**src/rtl/spi_slave_shifter.sv**
```systemverilog
// SPI mode-0 target endpoint, MSB first: synchronizes SCLK/CS_N/MOSI into the clkin domain,
// assembles received words and shifts MISO out of a one-entry transmit holding buffer.
module spi_slave_shifter #(
  parameter int DATA_W      = 8,
  parameter int SYNC_STAGES = 2
) (
  input  logic              i_clkin,
  input  logic              i_reset,
  input  logic              i_sclk,
  input  logic              i_cs_n,
  input  logic              i_mosi,
  output logic              o_miso,
  input  logic [DATA_W-1:0] i_tx_data,
  input  logic              i_tx_valid,
  output logic              o_tx_ready,
  output logic [DATA_W-1:0] o_rx_data,
  output logic              o_rx_valid,
  output logic              o_tx_underrun,
  output logic              o_busy
);

  localparam int CNT_W = (DATA_W > 2) ? $clog2(DATA_W) : 1;

  typedef enum logic {S_IDLE, S_ACTIVE} state_t;

  logic [SYNC_STAGES-1:0] r_sclk_sync, r_cs_sync, r_mosi_sync;
  logic                   r_sclk_d, r_cs_d;
  state_t                 r_state;
  logic [CNT_W-1:0]       r_bit_cnt;
  logic                   r_reload;
  logic [DATA_W-2:0]      r_rx_shift;
  logic [DATA_W-1:0]      r_tx_shift;
  logic [DATA_W-1:0]      r_buf;
  logic                   r_buf_full;
  logic [DATA_W-1:0]      r_rx_data;
  logic                   r_rx_valid, r_tx_underrun, r_miso;

  logic w_sclk_s, w_cs_s, w_mosi_s;
  logic w_rise, w_fall, w_cs_fall, w_cs_rise;
  logic w_load, w_tx_wr;
  logic [DATA_W-1:0] w_load_word, w_rx_next;

  assign w_sclk_s  = r_sclk_sync[SYNC_STAGES-1];
  assign w_cs_s    = r_cs_sync[SYNC_STAGES-1];
  assign w_mosi_s  = r_mosi_sync[SYNC_STAGES-1];
  assign w_rise    = w_sclk_s & ~r_sclk_d;
  assign w_fall    = ~w_sclk_s & r_sclk_d;
  assign w_cs_fall = ~w_cs_s & r_cs_d;
  assign w_cs_rise = w_cs_s & ~r_cs_d;

  // A load empties the buffer; an empty buffer loads zero and flags an underrun.
  assign w_load      = ((r_state == S_IDLE) && w_cs_fall) ||
                       ((r_state == S_ACTIVE) && !w_cs_rise && w_fall && r_reload);
  assign w_load_word = r_buf_full ? r_buf : '0;
  assign w_tx_wr     = i_tx_valid & ~r_buf_full;
  assign w_rx_next   = {r_rx_shift, w_mosi_s};

  always_ff @(posedge i_clkin) begin
    if (i_reset) begin
      r_sclk_sync <= '0;
      r_cs_sync   <= '1;
      r_mosi_sync <= '0;
      r_sclk_d    <= 1'b0;
      r_cs_d      <= 1'b1;
    end else begin
      r_sclk_sync <= {r_sclk_sync[SYNC_STAGES-2:0], i_sclk};
      r_cs_sync   <= {r_cs_sync[SYNC_STAGES-2:0], i_cs_n};
      r_mosi_sync <= {r_mosi_sync[SYNC_STAGES-2:0], i_mosi};
      r_sclk_d    <= w_sclk_s;
      r_cs_d      <= w_cs_s;
    end
  end

  // Holding buffer: a write in the same cycle as a load can only happen when it was empty.
  always_ff @(posedge i_clkin) begin
    if (i_reset) begin
      r_buf      <= '0;
      r_buf_full <= 1'b0;
    end else begin
      if (w_tx_wr) r_buf <= i_tx_data;
      r_buf_full <= w_tx_wr | (r_buf_full & ~w_load);
    end
  end

  always_ff @(posedge i_clkin) begin
    if (i_reset) begin
      r_state       <= S_IDLE;
      r_bit_cnt     <= '0;
      r_reload      <= 1'b0;
      r_rx_shift    <= '0;
      r_tx_shift    <= '0;
      r_rx_data     <= '0;
      r_rx_valid    <= 1'b0;
      r_tx_underrun <= 1'b0;
      r_miso        <= 1'b0;
    end else begin
      r_rx_valid    <= 1'b0;
      r_tx_underrun <= w_load & ~r_buf_full;
      case (r_state)
        S_IDLE: begin
          if (w_cs_fall) begin
            r_state    <= S_ACTIVE;
            r_bit_cnt  <= '0;
            r_reload   <= 1'b0;
            r_tx_shift <= w_load_word;
            r_miso     <= w_load_word[DATA_W-1];
          end
        end
        S_ACTIVE: begin
          // Deselect outranks any SCLK edge seen in the same cycle.
          if (w_cs_rise) begin
            r_state   <= S_IDLE;
            r_bit_cnt <= '0;
            r_reload  <= 1'b0;
            r_miso    <= 1'b0;
          end else if (w_rise) begin
            r_rx_shift <= w_rx_next[DATA_W-2:0];
            if (r_bit_cnt == CNT_W'(DATA_W - 1)) begin
              r_rx_data  <= w_rx_next;
              r_rx_valid <= 1'b1;
              r_bit_cnt  <= '0;
              r_reload   <= 1'b1;
            end else begin
              r_bit_cnt <= r_bit_cnt + 1'b1;
            end
          end else if (w_fall) begin
            if (r_reload) begin
              r_tx_shift <= w_load_word;
              r_miso     <= w_load_word[DATA_W-1];
              r_reload   <= 1'b0;
            end else begin
              r_tx_shift <= r_tx_shift << 1;
              r_miso     <= r_tx_shift[DATA_W-2];
            end
          end
        end
        default: r_state <= S_IDLE;
      endcase
    end
  end

  assign o_miso        = r_miso;
  assign o_tx_ready    = ~r_buf_full;
  assign o_rx_data     = r_rx_data;
  assign o_rx_valid    = r_rx_valid;
  assign o_tx_underrun = r_tx_underrun;
  assign o_busy        = (r_state == S_ACTIVE);

endmodule
```
**config.mk**
```make
export PLATFORM = sky130hd
export DESIGN_NAME = spi_slave_shifter
export DESIGN_NICKNAME = d
export VERILOG_FILES = /design/src/rtl/spi_slave_shifter.sv
export SDC_FILE = /design/constraint.sdc
export NUM_CORES = 1
export LEC_CHECK = 0
export CELL_PAD_IN_SITES_DETAIL_PLACEMENT = 0
export CELL_PAD_IN_SITES_GLOBAL_PLACEMENT = 1
export CORE_AREA = 2 2 76 78
export DETAILED_ROUTE_END_ITERATION = 7
export DIE_AREA = 0 0 78 80
export HOLD_SLACK_MARGIN = 0.15
export PLACE_DENSITY_LB_ADDON = 0.1
export SLEW_MARGIN = 10
export SYNTH_ARGS = -nofsm -noshare
export SYNTH_HDL_FRONTEND = slang
export SYNTH_SLANG_ARGS = --single-unit
```
**constraint.sdc**
```tcl
create_clock -name i_clkin -period 2.3 [get_ports i_clkin]
set_input_delay 0.46 -clock i_clkin [delete_from_list [all_inputs] [get_ports i_clkin]]
set_output_delay 0.46 -clock i_clkin [all_outputs]
set_load 0.02 [all_outputs]
```
# After elaboration in Yosys (flattened, before gate mapping)
# Index checks and enable logic that the tools add are counted.
[word_totals]
ff_bits = 47
latch_bits = 0
ramBits = 0
rom_bits = 0
in_bits = 14
out_inout_bits = 13
wordCells = 85
memories = 0
[classes]
n_addsub = 1
mul = 0
n_div = 0
n_lt_le_gt_ge = 0
n_eq_ne = 10
shifts = 0
n_mux = 28
n_bitwise = 17
n_reduce_logical = 13
[ops]
columns = ["op", "count"]
rows = [
  ["$mux 7", 5],
  ["$pmux 7 s2", 1],
  ["$mux 1", 13],
  ["$mux 3", 4],
  ["$not 1->1", 9],
  ["$reduce_and 3->1", 3],
  ["$mux 8", 1],
  ["$reduce_and 4->1", 2],
  ["$and 1x1->1", 7],
  ["$ne 2x2->1 const B", 3],
  ["$ne 3x1->1 const B", 2],
  ["$pmux 1 s2", 3],
  ["$pmux 3 s2", 1],
  ["$logic_and 1x1->1", 4],
  ["$ne 4x1->1 const B", 1],
  ["$ne 4x2->1 const B", 1],
  ["$reduce_or 4->1", 1],
  ["$add 3x1->3 const B", 1],
  ["$eq 3x3->1 const B", 1],
  ["$ne 3x2->1 const B", 1],
  ["$ne 2x1->1 const B", 1],
  ["$reduce_and 2->1", 1],
  ["$logic_not 1->1", 1],
  ["$logic_or 1x1->1", 1],
  ["$or 1x1->1", 1],
]

# Longest topological paths before layout
[depth]
word_depth = 10
depth_mapped = 6
mapped_depth_nobuf = 5

# Worst setup path after synthesis
# OpenSTA, ideal clock, no wires.
[synth_timing]
path_type = "register -> register"
start = "reg r_state (netlist: o_busy)"
end = "reg r_tx_shift[3]"
setup_time_ps = 88
t_arrival_ps = 1465
required_time_ps = 2212
path_slack_ps = 747
path_stages_with_launch = 7
n_path_buf = 2
synth_period_minus_slack_ps = 1553
path_cell_list = "dfxtp_1 > buf_2 > inv_1 > o31ai_4 > buf_12 > nor2_2 > a311oi_2"
[synth_between]
elab_chain_cells = 3
elab_cells_between_ends = 7
classes_between = "eq/ne: 4; mux: 1; bitwise: 1; reduce/logical: 1"
[synth_lines]
columns = ["element", "line", "text"]
rows = [
  ["from (decl)", "28", "state_t r_state;"],
  ["from (signal assigned)", "87", "r_state <= S_IDLE;"],
  ["from (signal assigned)", "102", "r_state <= S_ACTIVE;"],
  ["from (signal assigned)", "112", "r_state <= S_IDLE;"],
  ["$not 1->1 (no line)", "n/a", ""],
  ["$ne 2x2->1 (no line)", "n/a", ""],
  ["$reduce_and 4->1 (no line)", "n/a", ""],
  ["to (signal assigned)", "105", "r_tx_shift <= w_load_word;"],
  ["to (signal assigned)", "128", "r_tx_shift <= w_load_word;"],
  ["to (signal assigned)", "132", "r_tx_shift <= r_tx_shift << 1;"],
  ["to (decl)", "32", "logic [DATA_W-1:0] r_tx_shift;"],
]
# Parallel ways exist; a longest one is shown, timed or not.
# A chain may end at the register's enable or synchronous reset.

# Final worst setup path
[layout_timing]
start = "reg r_buf_full"
end = "out o_tx_ready"
[layout_between]
elab_chain_cells = 1
[layout_lines]
columns = ["element", "line", "text"]
rows = [
  ["from (decl)", "34", "logic r_buf_full;"],
  ["from (signal assigned)", "81", "r_buf_full <= w_tx_wr | (r_buf_full & ~w_load);"],
  ["$not 1->1", "143", "assign o_tx_ready = ~r_buf_full;"],
  ["to (decl)", "15", "output logic o_tx_ready,"],
]
# Every way passes these cells.

==> flow_summary.yaml <==
layout:
  drive_above_1_share_pct: 10.27
  number_of_diodes_added_for_antenna_fixing: 0
  fin_area_um2: 2217
  multi_input_comb_area_um2: 797.0
  final.fill_count: 551
  area.sequential_um2: 940.9
  area_delta_synth_final_pct: 21.62
  finalNetCount: 239
floorplanning:
  design.die.area_um2: 6240
  rows: 27
  floorplan.initialDensity_pct: 33.73
  width_of_the_die_um: 78
  design.core.area_um2: 5405
  boundaryPins: 27
  die_h_um: 80
sta:
  final_critical_path_setup_slack_ps: 285.2
  max_freq_mhz: 496.3
  slew_violations: 0
  fin_crit_ps: 2015
  post-route-period-util_pct: 87.60
  max_slew.worst_pin.slew_ps: 645.7
  final.setup.tns_ps: 0
  grt_setup_unrepaired: "false"
  finalSetupViolations: 0
  finalHoldViolations: 0
  maxSlewHeadroom_pct: 56.95
  skew_ps: 5.485
cts:
  htreeDepth: 2
  max-clock-path-buffers: 2
  hold_buffers: 0
  cts_post_setup_buffers_inserted: 0
  numClockSinks: 47
  clockRootBuffer: "clkbuf_8"
  tritoncts: "yes"
  cts_resized: 0
  clk_pin_slew_ps: 90
  cts_buffers: 5
  clock_insertion_delay_worst_skew_ps: 300
routing:
  post_drt_via_cell_ratio: 4.764
  drt.antenna.violating_nets: 0
  wl_per_cell_um: 12.71
  via_count: 1410
  drtPass1Iterations: 4
  drcViolationCount: 0
  drt_wl_total_um: 3762
  drt_iter0_markers: 51
worst_setup_path:
  critical_path_buf_inv_count: 2
  worst_path_top_cell_family_by_delay: "buffers and inverters"
  critical_path_peak_fanout: 12
  timing_worst_setup_path_type: "reg2out"
  critical-path-slowest-cell: "dfxtp_1"
  worst_setup_path_end_kind: "output port"
  crit_path_cell_trace: "inv_1 -> clkdlybuf4s50_1"
  cpPeakStageDelay_ps: 570
  crit_path_start_kind: "register"
  critical_path_data_arrival_time_ps: 1550
  worst-endpoint-required_ps: 1840
power:
  power-per-cell-area_nw_per_um2: 669.0
  p_int_mw: 1.134
  total_switching_power_mw: 0.3497
  pwr-share-clk_pct: 34.9
  combPwrFrac_pct: 7.4
  swShare_pct: 23.58
  power_mw: 1.483
  total_leakage_power_nw: 0.8310
  power_frac_seq_pct: 57.7
  peakVddDrop_uv: 299.5
place:
  place.gp.congestion: 0.7152
  preCtsSetupSlack_ps: 357.9
  io_buffer_count: 26
  placed_cell_area_um2: 2118
  detailed_place_hpwl_um: 2660
synthesis:
  syn_inst: 200
  syn_area_per_cell_um2: 9.115
  postSynth.asyncResetShare_pct: 0
  synth_ff_type: "dfxtp_1"
  synthesis_warning_total: 0
  synth_fp_nets: 216
  ys_seq_area_share_pct: 51.61
  synth.largest_area_cell: "dfxtp_1"
  synth_enable_flop_cells: 0
  synthMostInstantiatedCell: "dfxtp_1"
  synthDominantCellAreaShare_pct: 51.61
  synth_top_cells_by_count: "dfxtp_1, nand2_1, a21oi_1"
  synth-seq-cells: 47
  yosysUniqueCellTypes: 35
  synth_top_cells_by_area: "dfxtp_1, nand2_1, a21oi_1"
  synthesis.area_um2: 1823
run_status:
  run_status: "finished clean"
global_routing:
  overflow: 0
  global_route.usage.met2_pct: 23.53
  number_of_antenna_violations_at_the_first_check_in_global_routing: 0
  grt_pass1_vias: 1374
  largest_net_degree_at_the_start_of_global_routing: 21
  met3_usage_pct: 3.620
  grt.total_usage_pct: 13.21
  busiest_layer: "met2"
  global_route.usage.met1_pct: 14.95
  grt_first_pass_wirelength_um: 6465
job:
  timing.max_cap.violations: 0
min_path:
  timing.hold.worst.class: "reg2reg"
[metal layers]
metal,vias to the layer above,part of all wire (%)
met2,32,51
met1,647,42
met3,7,4.7
met5,-,0
met4,0,1.6
li1,724,-
[cells in the final DEF (no fill, tap or decap), types with 3 or more instances in the layout]
cell             synthesis  routed
o21ai_0                  3       3
clkbuf_8                 0       6
nor2_2                   3       3
a21oi_1                 19      19
dfxtp_1                 47      47
nand2_1                 41      41
nor2_1                  15      15
clkdlybuf4s50_1          0      26
a311oi_1                 3       3
nand4_1                  3       3
buf_4                    0       3
mux2i_1                  8       8
nand3_1                  9       9
a311oi_2                 3       3
or2_2                    3       3
nand2b_1                 3       3
nor2b_1                  7       7
[final timing paths]
check | slack (ps) | depth (start not counted) | start | endpoint
max | 290 | 2 | r_buf_full$_SDFF_PP0_ | o_tx_ready
min | 420 | 1 | r_cs_sync[0]$_SDFF_PP1_ | r_cs_sync[1]$_SDFF_PP1_
max reg2reg | 530 | 4 | o_busy$_SDFF_PP0_ | r_tx_shift[0]$_SDFFE_PP0P_
min reg2reg | 420 | 1 | r_cs_sync[0]$_SDFF_PP1_ | r_cs_sync[1]$_SDFF_PP1_
[power by group through the flow]
stage / clock network, mW / registers [mW] / logic [mW]
after CTS: 0.539 / 0.857 / 0.112
after detailed placement: 0 / 0.876 / 0.112
after global routing: 0.576 / 0.861 / 0.124
final: 0.517 / 0.856 / 0.110
after global placement: 0 / 0.875 / 0.109
after floorplan: 0 / 0.867 / 0.0777
[flip-flops by register name (all words and copies together), names as in the netlist, 2 cells and up]
register	flops
r_mosi_sync	2
r_tx_shift	7
o_rx_data	8
r_cs_sync	2
r_bit_cnt	3
r_rx_shift	7
r_buf	8
r_sclk_sync	2
[metrics by stage]
| stage | std cells | hold WS (ps) | util, % |
|---|---|---|---|
| after floorplan | 200 | 389.5 | - |
| after global placement | 288 | 393.7 | 39.19 |
| after detailed placement | 288 | 402.3 | 39.19 |
| after CTS | 296 | 423.5 | 41.02 |
| after global routing | 296 | 448.3 | 41.02 |
| final | 296 | 423.3 | 41.02 |
[final cells by class]
class | count | area share, %
timing repair buffer | 29 | 12.75
clock buffer | 6 | 3.725
inverter | 2 | 0.3386
clock inverter | 2 | 0.7336
sequential | 47 | 42.44
multi-input combinational | 138 | 35.95
tap | 72 | 4.063
[kinds of logic (layout without fill, tap and decap cells)]
logic type / after synthesis / in the layout / share of synthesized area, %
buf+inv: 15 / 39 / 4.668
flops: 47 / 47 / 51.61
mux: 8 / 8 / 4.393
compound gates: 36 / 36 / 14.35
fa+ha+maj: 2 / 2 / 1.372
simple gates: 92 / 92 / 23.61
(Power assumes the default switching activity.)
